File: src/rtl/bin_window_3x3.sv
// 3x3 binary window generator: two 1-bit row delays feed a sliding window, one window per
// interior pixel. Define BIN_WINDOW_XNOR_EN to add the w_in kernel and win_popcnt XNOR count.
module bin_window_3x3 #(
  parameter int unsigned IMG_WIDTH  = 256,
  parameter int unsigned IMG_HEIGHT = 256,
  localparam int unsigned COL_W = $clog2(IMG_WIDTH),
  localparam int unsigned ROW_W = $clog2(IMG_HEIGHT)
) (
  input  logic             clk,
  input  logic             rst,
  input  logic             pix_in,
  input  logic             pix_valid,
  input  logic             sof,
`ifdef BIN_WINDOW_XNOR_EN
  input  logic [8:0]       w_in,
  output logic [3:0]       win_popcnt,
`endif
  output logic [8:0]       win_out,
  output logic             win_valid,
  output logic [ROW_W-1:0] win_row,
  output logic [COL_W-1:0] win_col,
  output logic             frame_done
);

  typedef enum logic [1:0] {StIdle, StFill, StStream} state_e;

  state_e               state_q, state_d;
  logic [COL_W-1:0]     col_q, col_d;
  logic [ROW_W-1:0]     row_q, row_d;
  logic [IMG_WIDTH-1:0] rd0_q, rd0_d;
  logic [IMG_WIDTH-1:0] rd1_q, rd1_d;
  // Left and middle columns of each window row; the right column is formed live.
  logic [1:0]           wtop_q, wtop_d;
  logic [1:0]           wmid_q, wmid_d;
  logic [1:0]           wbot_q, wbot_d;
  logic [8:0]           win_out_q, win_out_d;
  logic                 win_valid_q, win_valid_d;
  logic [ROW_W-1:0]     win_row_q, win_row_d;
  logic [COL_W-1:0]     win_col_q, win_col_d;
  logic                 frame_done_q, frame_done_d;

  logic                 accept;
  logic [COL_W-1:0]     cur_col;
  logic [ROW_W-1:0]     cur_row;
  logic                 last_col;
  logic                 last_row;
  logic                 rd0_out;
  logic                 rd1_out;
  logic [8:0]           win_next;

`ifdef BIN_WINDOW_XNOR_EN
  logic [3:0]           popcnt_q, popcnt_d;
  logic [8:0]           match;
  logic [3:0]           popcnt_sum;

  always_comb begin
    match      = ~(win_next ^ w_in);
    popcnt_sum = '0;
    for (int i = 0; i < 9; i++) begin
      popcnt_sum = popcnt_sum + {3'b000, match[i]};
    end
  end
`endif

  // sof re-anchors the current pixel at (0,0) regardless of the running counters.
  always_comb begin
    accept   = pix_valid & ((state_q != StIdle) | sof);
    cur_col  = sof ? '0 : col_q;
    cur_row  = sof ? '0 : row_q;
    last_col = (cur_col == COL_W'(IMG_WIDTH - 1));
    last_row = (cur_row == ROW_W'(IMG_HEIGHT - 1));
    rd0_out  = rd0_q[IMG_WIDTH-1];
    rd1_out  = rd1_q[IMG_WIDTH-1];
    win_next = {wtop_q, rd1_out, wmid_q, rd0_out, wbot_q, pix_in};
  end

  always_comb begin
    state_d      = state_q;
    col_d        = col_q;
    row_d        = row_q;
    rd0_d        = rd0_q;
    rd1_d        = rd1_q;
    wtop_d       = wtop_q;
    wmid_d       = wmid_q;
    wbot_d       = wbot_q;
    win_out_d    = win_out_q;
    win_row_d    = win_row_q;
    win_col_d    = win_col_q;
    win_valid_d  = 1'b0;
    frame_done_d = 1'b0;
`ifdef BIN_WINDOW_XNOR_EN
    popcnt_d     = popcnt_q;
`endif

    if (accept) begin
      rd0_d  = {rd0_q[IMG_WIDTH-2:0], pix_in};
      rd1_d  = {rd1_q[IMG_WIDTH-2:0], rd0_out};
      wtop_d = {wtop_q[0], rd1_out};
      wmid_d = {wmid_q[0], rd0_out};
      wbot_d = {wbot_q[0], pix_in};

      if (last_col) begin
        col_d = '0;
        row_d = last_row ? '0 : cur_row + ROW_W'(1);
      end else begin
        col_d = cur_col + COL_W'(1);
        row_d = cur_row;
      end

      if (sof) begin
        state_d = StFill;
      end else begin
        unique case (state_q)
          StFill: begin
            if ((cur_row == ROW_W'(1)) && last_col) state_d = StStream;
          end
          StStream: begin
            if (last_row && last_col) state_d = StIdle;
          end
          default: state_d = state_q;
        endcase
      end

      // Columns 0-1 hold leftovers from the previous row, so they never emit.
      if ((cur_row >= ROW_W'(2)) && (cur_col >= COL_W'(2))) begin
        win_valid_d  = 1'b1;
        win_out_d    = win_next;
        win_row_d    = cur_row - ROW_W'(1);
        win_col_d    = cur_col - COL_W'(1);
        frame_done_d = last_row & last_col;
`ifdef BIN_WINDOW_XNOR_EN
        popcnt_d     = popcnt_sum;
`endif
      end
    end
  end

  always_ff @(posedge clk) begin
    if (!rst) begin
      state_q      <= StIdle;
      col_q        <= '0;
      row_q        <= '0;
      rd0_q        <= '0;
      rd1_q        <= '0;
      wtop_q       <= '0;
      wmid_q       <= '0;
      wbot_q       <= '0;
      win_out_q    <= '0;
      win_valid_q  <= 1'b0;
      win_row_q    <= '0;
      win_col_q    <= '0;
      frame_done_q <= 1'b0;
`ifdef BIN_WINDOW_XNOR_EN
      popcnt_q     <= '0;
`endif
    end else begin
      state_q      <= state_d;
      col_q        <= col_d;
      row_q        <= row_d;
      rd0_q        <= rd0_d;
      rd1_q        <= rd1_d;
      wtop_q       <= wtop_d;
      wmid_q       <= wmid_d;
      wbot_q       <= wbot_d;
      win_out_q    <= win_out_d;
      win_valid_q  <= win_valid_d;
      win_row_q    <= win_row_d;
      win_col_q    <= win_col_d;
      frame_done_q <= frame_done_d;
`ifdef BIN_WINDOW_XNOR_EN
      popcnt_q     <= popcnt_d;
`endif
    end
  end

  assign win_out    = win_out_q;
  assign win_valid  = win_valid_q;
  assign win_row    = win_row_q;
  assign win_col    = win_col_q;
  assign frame_done = frame_done_q;
`ifdef BIN_WINDOW_XNOR_EN
  assign win_popcnt = popcnt_q;
`endif

endmodule

File: config.mk
export PLATFORM = sky130hd
export DESIGN_NAME = bin_window_3x3
export DESIGN_NICKNAME = d
export VERILOG_FILES = /design/src/rtl/bin_window_3x3.sv
export SDC_FILE = /design/constraint.sdc
export NUM_CORES = 1
export LEC_CHECK = 0
export CORE_MARGIN = 2
export CORE_UTILIZATION = 54
export DETAILED_ROUTE_END_ITERATION = 7
export PLACE_DENSITY = 0.74
export RECOVER_POWER = 100
export SETUP_SLACK_MARGIN = 0.15
export SYNTH_ARGS = -nofsm -noshare
export SYNTH_HDL_FRONTEND = slang
export SYNTH_SLANG_ARGS = --single-unit
File: constraint.sdc
create_clock -name clk -period 5.68 [get_ports clk]
set_input_delay 0.568 -clock clk [delete_from_list [all_inputs] [get_ports clk]]
set_output_delay 0.568 -clock clk [all_outputs]
set_load 0.005 [all_outputs]
# == Word level (Yosys, flattened, before mapping) ==
# Index checks and enable logic that the tools add are counted.
# totals
ramBits,0
elab_cells,48
out_inout_bits,27
inputBits,5
latch_bits,0
reg_bits,563
romBits,0
memories,0
# op_classes
reduce_logical,9
n_eq_ne,7
order_cmp,2
n_bitwise,3
div_mod_pow,0
shifts,0
mul,0
n_addsub,4
mux,10
# op_table
cell,n
two-way mux 8 bit,5
adder 8 x 1 -> 8 bit (second input constant),2
== test 8 bit (second input constant),2
greater-or-equal comparator 8 x 2 -> 1 bit (second input constant),2
subtractor 8 x 1 -> 8 bit (second input constant),2
== test 8 x 1 -> 1 bit (second input constant),1
two-way mux 2 bit,3
inequality test 3 bit (second input constant),2
one-hot mux 2 bit (2 select lines),1
AND reduction 2 bit,2
AND reduction 4 bit,1
logical AND 1 bit,3
AND reduction 3 bit,1
nonzero test 3 bit,1
bitwise AND 1 bit,2
== test 2 x 1 -> 1 bit (second input constant),1
== test 2 bit (second input constant),1
nonzero test 2 bit,1
two-way mux 1 bit,1
bitwise OR 1 bit,1

# == Depth between registers and ports, before layout ==
# Gate-level depths: netlist of the first run.
# logic_depth
ltp_word,6
ltp_mapped,11
ltp_nobuf,8

# == Worst setup path before layout of the first run ==
# No wires, ideal clock.
# synth_timing
path_type,input port to flip-flop
start,input port sof
end,register row_q[7]
required_time_ps,5606
arrival_ps,2321
setup_ps,74
slack_ps,3284
cell_stages,9
cell_sequence,buf_6 buf_2 nor2b_1 ha_1 and3_1 buf_6 nand4_4 or4_1 a31oi_1
# synth_via
elab_chain_len,4
elab_cells_between_ends,9
# synth_rtl
element,line_no,rtl
start: declaration,13,"input logic sof,"
two-way mux 8 bit,69,cur_row = sof ? '0 : row_q;
adder 8 x 1 -> 8 bit or == test 8 bit (tied branches),"104, 71",
two-way mux 8 bit,104,row_d = last_row ? '0 : cur_row + ROW_W'(1);
two-way mux 8 bit,102,if (last_col) begin
end signal: assignment,159,row_q <= row_d;
end: declaration,29,"logic [ROW_W-1:0] row_q, row_d;"
# Parallel ways exist; a longest one is shown, timed or not.
# A chain may end at the register's enable or synchronous reset.

# == Final worst setup path of the first run ==
# layout_timing
start,input port sof
end,register rd1_q[157]
# layout_via
elab_chain_len,2
# layout_rtl
element,line_no,rtl
bitwise OR 1 bit,67,accept = pix_valid & ((state_q != StIdle) | sof);
bitwise AND 1 bit,67,
end signal: assignment,161,rd1_q <= rd1_d;
end: declaration,31,"logic [IMG_WIDTH-1:0] rd1_q, rd1_d;"
# Every way passes these cells.

==> flow_summary.ini, run 1 <==
[detailed_routing]
drt_iter0_drc = 1250
highest_layer = met4
totalWireLength_um = 35500
drc = 0
num_vias = 15700
wl_met1_um = 16900
via_per_inst = 5.31
firstDrtPassIters = 6
wl_met3_um = 1280
final_antenna_net_count = 0
route.met2.wl_um = 16600
wl_per_cell_um = 12.0

[setup_path]
crit_fanout = 62
end_kind = flip-flop
criticalPathCategory = in2reg
max_stage_delay_ns = 1.44
r2r_start = row_q[0]$_SDFFE_PN0N_
startpoint_type = primary input
cpLargestDelayFamily = buffers and inverters
r2r_slack_ns = 2.61
path_cells = dlygate4sd3_1 > clkbuf_1 > o31a_1 > buf_4 > nand2_1 > a21oi_1
worstPathRequired_ns = 6.21
r2r_end = win_row[5]$_SDFFE_PN0P_
crit_arrival_ns = 4.61
critPathSlowestCell = o31a_1
critical_path_buf_inv_count = 3
reg2reg_depth = 6

[yosys]
synth-seq-cells = 559
synth.top_cell.area_share = 0.556
syn-num-nets = 2550
syn_area_sq_um = 20100
avgSynthCellArea_sq_um = 7.92
ys_top_cells_by_area = dfxtp_1 (56%), nand2_1 (20%), a21oi_1 (13%), buf_2 (2.3%), clkbuf_1 (1.7%)
async_reset_ff_frac = 0
yosysUniqueCellTypes = 62
syn_inst = 2539
ys.flop_type = dfxtp_1
synth-warning-count = 0
yosysSeqAreaShare = 0.556
yosysTopAreaCell = dfxtp_1
synth_edf_count = 0

[layout]
nNetsFinal = 2452
num-fill-cells = 3225
area_delta_synth_final_pct = 10.6
drive_gt1_frac = 0.0515
fin_area_sq_um = 22300
diodes = 0
fin_cells = 2955
utilization = 0.608

[timing]
min_period_ns = 4.08
fin_worst_skew_ns = 0.0172
relSlewSlack = -0.205
maxSlewViolCount = 39
worst_slew_pin_slew_ns = 1.81
setup_viol = 0
fin_crit_sh = 0.719
grt_setup_unrepaired = no
timing.fmax_mhz = 245
final.setup.tns_ns = 0
hold_viol_final = 0

[power_and_ir_drop]
report.power.total_mw = 7.95
power.density_nw_per_um2 = 357
power.leakage_nw = 7.15
ir_worst_vdd_mv = 0.231

[clocking]
root_buffer = clkbuf_16
htreeDepth = 2
clkSlewWorstSetupHoldPaths_ns = 0.06
clkLatencyLatePin_ns = 0.60
cts_buffers = 55
clockBufferDepth = 3
cts_hold_buffers = 0
cts_resized = 0
clock-sinks = 559
post-cts-setup-buffers = 0
cts_tree = yes

[grt]
grt_usage = 0.183
overflow = 0
grt_max_degree = 210
antenna_found_initial = 0
grt_pass1_wl_um = 61900
first_global_vias = 14300

[die]
dieHeight_um = 197
die_area_sq_um = 38800
io_pins = 32
start_util = 0.549
chipWidth_um = 197
fp-row-count = 70
core-area_sq_um = 36600

[hold_path]
worstHoldPathCells = 2
hold-path-endpoint = rd0_q[162]$_SDFFE_PN0N_
hp-start = rd0_q[161]$_SDFFE_PN0N_
hp-class = reg2reg

[placed_design]
place.gp.congestion = 0.793
place_inst = 2852
dpl.hpwl_um = 19000
buffer_ports.inserted = 31
dpl_cell_area_sq_um = 20300

[flow_run]
drv_cap = 1

[status]
violations = capacitance limit, slew limit
status = finished with violations
-- registers in the layout (all words and copies together) (netlist names), 8 cells and up --
register and flops:
rd0_q 256, rd1_q 256, win_out 9, col_q 8
row_q 8, win_col 8, win_row 8
-- synth_stat cells (5+ instances only) --
cell type	count
nand2_1	1055
dfxtp_1	559
a21oi_1	535
clkbuf_1	93
buf_2	91
a31oi_1	16
nand4_1	16
o31ai_1	14
o21ai_0	13
inv_1	11
buf_1	9
nor2_1	8
nor2b_1	8
xnor2_1	8
nand3_1	7
nor3_1	7
a211oi_1	6
a311oi_1	6
ha_1	6
o311a_1	5
-- layer usage --
| layer | vias to the layer above | global-route usage |
|---|---|---|
| met5 | - | 0 |
| met2 | 196 | 0.320 |
| met4 | 0 | 0.0649 |
| li1 | 8088 | - |
| met1 | 7329 | 0.227 |
| met3 | 64 | 0.0318 |
-- area by class of cell --
cell class | instances | area (sq um) | area share
inverters | 12 | 52.6 | 0.00236
clock inverters | 24 | 313 | 0.0141
clock buffers | 79 | 1620 | 0.0726
repair buffers | 46 | 544 | 0.0245
multi-input cells | 1767 | 7950 | 0.357
well taps | 468 | 586 | 0.0263
flip-flops and latches | 559 | 11200 | 0.503
-- placed cells by master, fill, tap and decap left out, types with 7 or more instances in the layout --
| cell type | instances |
|---|---|
| nand3_1 | 7 |
| nand4_1 | 17 |
| nor3_1 | 7 |
| inv_1 | 10 |
| clkbuf_16 | 55 |
| dfxtp_1 | 559 |
| clkinv_2 | 13 |
| clkbuf_1 | 10 |
| clkbuf_8 | 15 |
| dlygate4sd3_1 | 28 |
| a21oi_1 | 535 |
| o31ai_1 | 14 |
| nor2b_1 | 8 |
| nand2_1 | 1055 |
| a31oi_1 | 16 |
| xnor2_1 | 8 |
| o21ai_0 | 13 |
| nor2_1 | 8 |
| buf_12 | 10 |
-- worst min-delay path, stage by stage, from the launching register on --
cell     delay (ns)
dfxtp_1        0.31
nand2_1        0.05
a21oi_1        0.05
-- report_power, final --
part / leakage (nW) / internal [mW] / switching [mW]
Sequential: 4.50 / 3.92 / 0.00275
Combinational: 1.69 / 0.0330 / 0.222
Clock: 0.962 / 2.26 / 1.51
-- worst max path at each step --
stage | start | end | slack, ns | depth (start not counted)
detailed placement | sof | win_row[5]$_SDFFE_PN0P_ | 1.85 | 7
global placement | sof | win_col[6]$_SDFFE_PN0P_ | 1.97 | 7
finish | sof | rd1_q[157]$_SDFFE_PN0N_ | 1.60 | 6
global route | sof | rd1_q[63]$_SDFFE_PN0N_ | 1.31 | 6
CTS | sof | win_row[5]$_SDFFE_PN0P_ | 2.48 | 7
floorplan | sof | row_q[7]$_SDFFE_PN0N_ | 3.28 | 9
-- stage by stage --
step / hold slack (ns) / setup WS [ns]
after floorplan: 0.432 / 3.28
after global placement: 0.435 / 1.97
after detailed placement: 0.442 / 1.85
after CTS: 0.442 / 2.48
after global routing: 0.461 / 1.31
final: 0.442 / 1.60
-- cells by family after synthesis --
group / Yosys count / share of synthesized area
AND/OR/NAND/NOR: 1136 / 0.225
AO/OA/AOI/OAI: 616 / 0.163
flip-flops: 559 / 0.556
buffers and inverters: 213 / 0.0481
XOR/XNOR: 8 / 0.00348
adder cells (fa/ha/maj): 6 / 0.00373
multiplexers: 1 / 0.000498
No activity file was read; power rests on OpenSTA's default activity.
==> run 2, diff against run 1 <==
Settings changed: PLACE_DENSITY 0.74 to 0.77.
Clock period 5.68 ns to 3.58 ns, I/O delays scaled along.
==> run 2 against run 1 <==
Compared with the run above:
- the flow now finishes without violations
- global-route usage grew 0.51 points
- core utilization grew 0.24 points
- die area is the same
- count of clock-buffer cells in the layout grew 1
- critical endpoint is now rd1_q[83]$_SDFFE_PN0N_
==> flow_summary.ini, run 2 (same netlist as run 1, synthesis figures left out) <==
[setup_path]
r2r_slack_ns = 0.98
end_kind = flip-flop
crit_fanout = 138
criticalPathCategory = in2reg
startpoint_type = primary input
setup.worst_path.start = sof
crit_arrival_ns = 3.42
worstPathRequired_ns = 4.09
r2r_start = col_q[0]$_SDFFE_PN0N_

[power_and_ir_drop]
p_seq_frac = 0.511
power.leakage_nw = 7.22
ir_worst_vdd_mv = 0.533
p_int_mw = 9.53
report.power.total_mw = 12.2
power.density_nw_per_um2 = 546
p_clk_frac = 0.453
swShare = 0.218
switching_power_mw = 2.66
pwr-share-comb = 0.036

[clocking]
cts_buffers = 54
post-cts-setup-buffers = 0
cts_resized = 0
clockBufferDepth = 3
clkSlewWorstSetupHoldPaths_ns = 0.06
cts_hold_buffers = 0
cts_tree = yes
clock-sinks = 559
htreeDepth = 2
root_buffer = clkbuf_16
clkLatencyLatePin_ns = 0.59

[detailed_routing]
drt_iter0_drc = 1064
drc = 0
num_vias = 15800
totalWireLength_um = 36400
wl_per_cell_um = 12.3
via_per_inst = 5.33
firstDrtPassIters = 5
final_antenna_net_count = 0

[hold_path]
hp-class = in2reg
hp-start = pix_in

[placed_design]
dpl_cell_area_sq_um = 20600
buffer_ports.inserted = 31
dpl.hpwl_um = 20800
place.gp.congestion = 0.825
place_inst = 2876
pre_cts_ws_ns = 0.549

[timing]
hold_ws_ns = 0.408
timing.fmax_mhz = 344
fin_crit_sh = 0.812
setup_viol = 0
maxSlewViolCount = 0
min_period_ns = 2.91
setup_slack_ns = 0.674
worst_slew_pin_slew_ns = 1.26
hold_viol_final = 0
grt_setup_unrepaired = no
relSlewSlack = 0.156
final.setup.tns_ns = 0
fin_worst_skew_ns = 0.0168

[die]
start_util = 0.549
io_pins = 32
chipWidth_um = 197
die_area_sq_um = 38800
fp-row-count = 70
core-area_sq_um = 36600
dieHeight_um = 197

[flow_run]
drv_cap = 0

[layout]
area_delta_synth_final_pct = 11.1
drive_gt1_frac = 0.0559
fin_area_sq_um = 22300
num-fill-cells = 3094
final_cell_mix = nand2_1 (1,056), dfxtp_1 (559), a21oi_1 (535), clkbuf_16 (55), dlygate4sd3_1 (28)
diodes = 0
fin_cells = 2971
nNetsFinal = 2475
utilization = 0.610
final_common_cell = nand2_1

[grt]
overflow = 0
grt_max_degree = 139
first_global_vias = 14600
grt_pass1_wl_um = 63400
antenna_found_initial = 0
grt_usage = 0.188

[status]
status = finished clean
run 2: changes by cell type in the layout (fill, tap and decap cells not counted), sizes merged:
cell    delta
bufinv     -4
inv        -4
clkinv     -1
clkbuf     +3
buf       +22
run 2: final timing paths:
path,end,cells past startpoint
worst max-delay path,rd1_q[83]$_SDFFE_PN0N_,6
worst max register to register,win_col[5]$_SDFFE_PN0P_,7
worst min-delay path,rd0_q[0]$_SDFFE_PN0N_,3
worst min register to register,rd1_q[27]$_SDFFE_PN0N_,2
run 2: cell type report:
class	count	area (sq um)	area share
inverter	12	52.6	0.00235
clock buffer	80	1600	0.0716
clock inverter	15	150	0.00672
multi-input combinational	1767	7960	0.356
timing repair buffer	70	805	0.0360
tap	468	586	0.0262
sequential	559	11200	0.501
run 2: power groups by stage:
stage / Clock [mW] / Sequential, mW / Combinational, mW
floorplan: 0 / 6.36 / 0.342
global placement: 0 / 6.37 / 0.440
detailed placement: 0 / 6.37 / 0.444
CTS: 5.66 / 6.23 / 0.444
global route: 5.89 / 6.22 / 0.483
finish: 5.52 / 6.23 / 0.439
run 2: layer usage:
layer	GRT usage	wire, um	part of all wire
met4	0.0554	703	0.019
met5	0	0	0
met2	0.334	17300	0.48
met1	0.231	17100	0.47
met3	0.0373	1360	0.037
run 2: worst max-delay path: stages:
cell and delay [ns]:
dlygate4sd3_1 0.74, clkbuf_1 0.34, o31ai_2 1.06, buf_12 0.47
nand2_1 0.15, a21oi_1 0.19
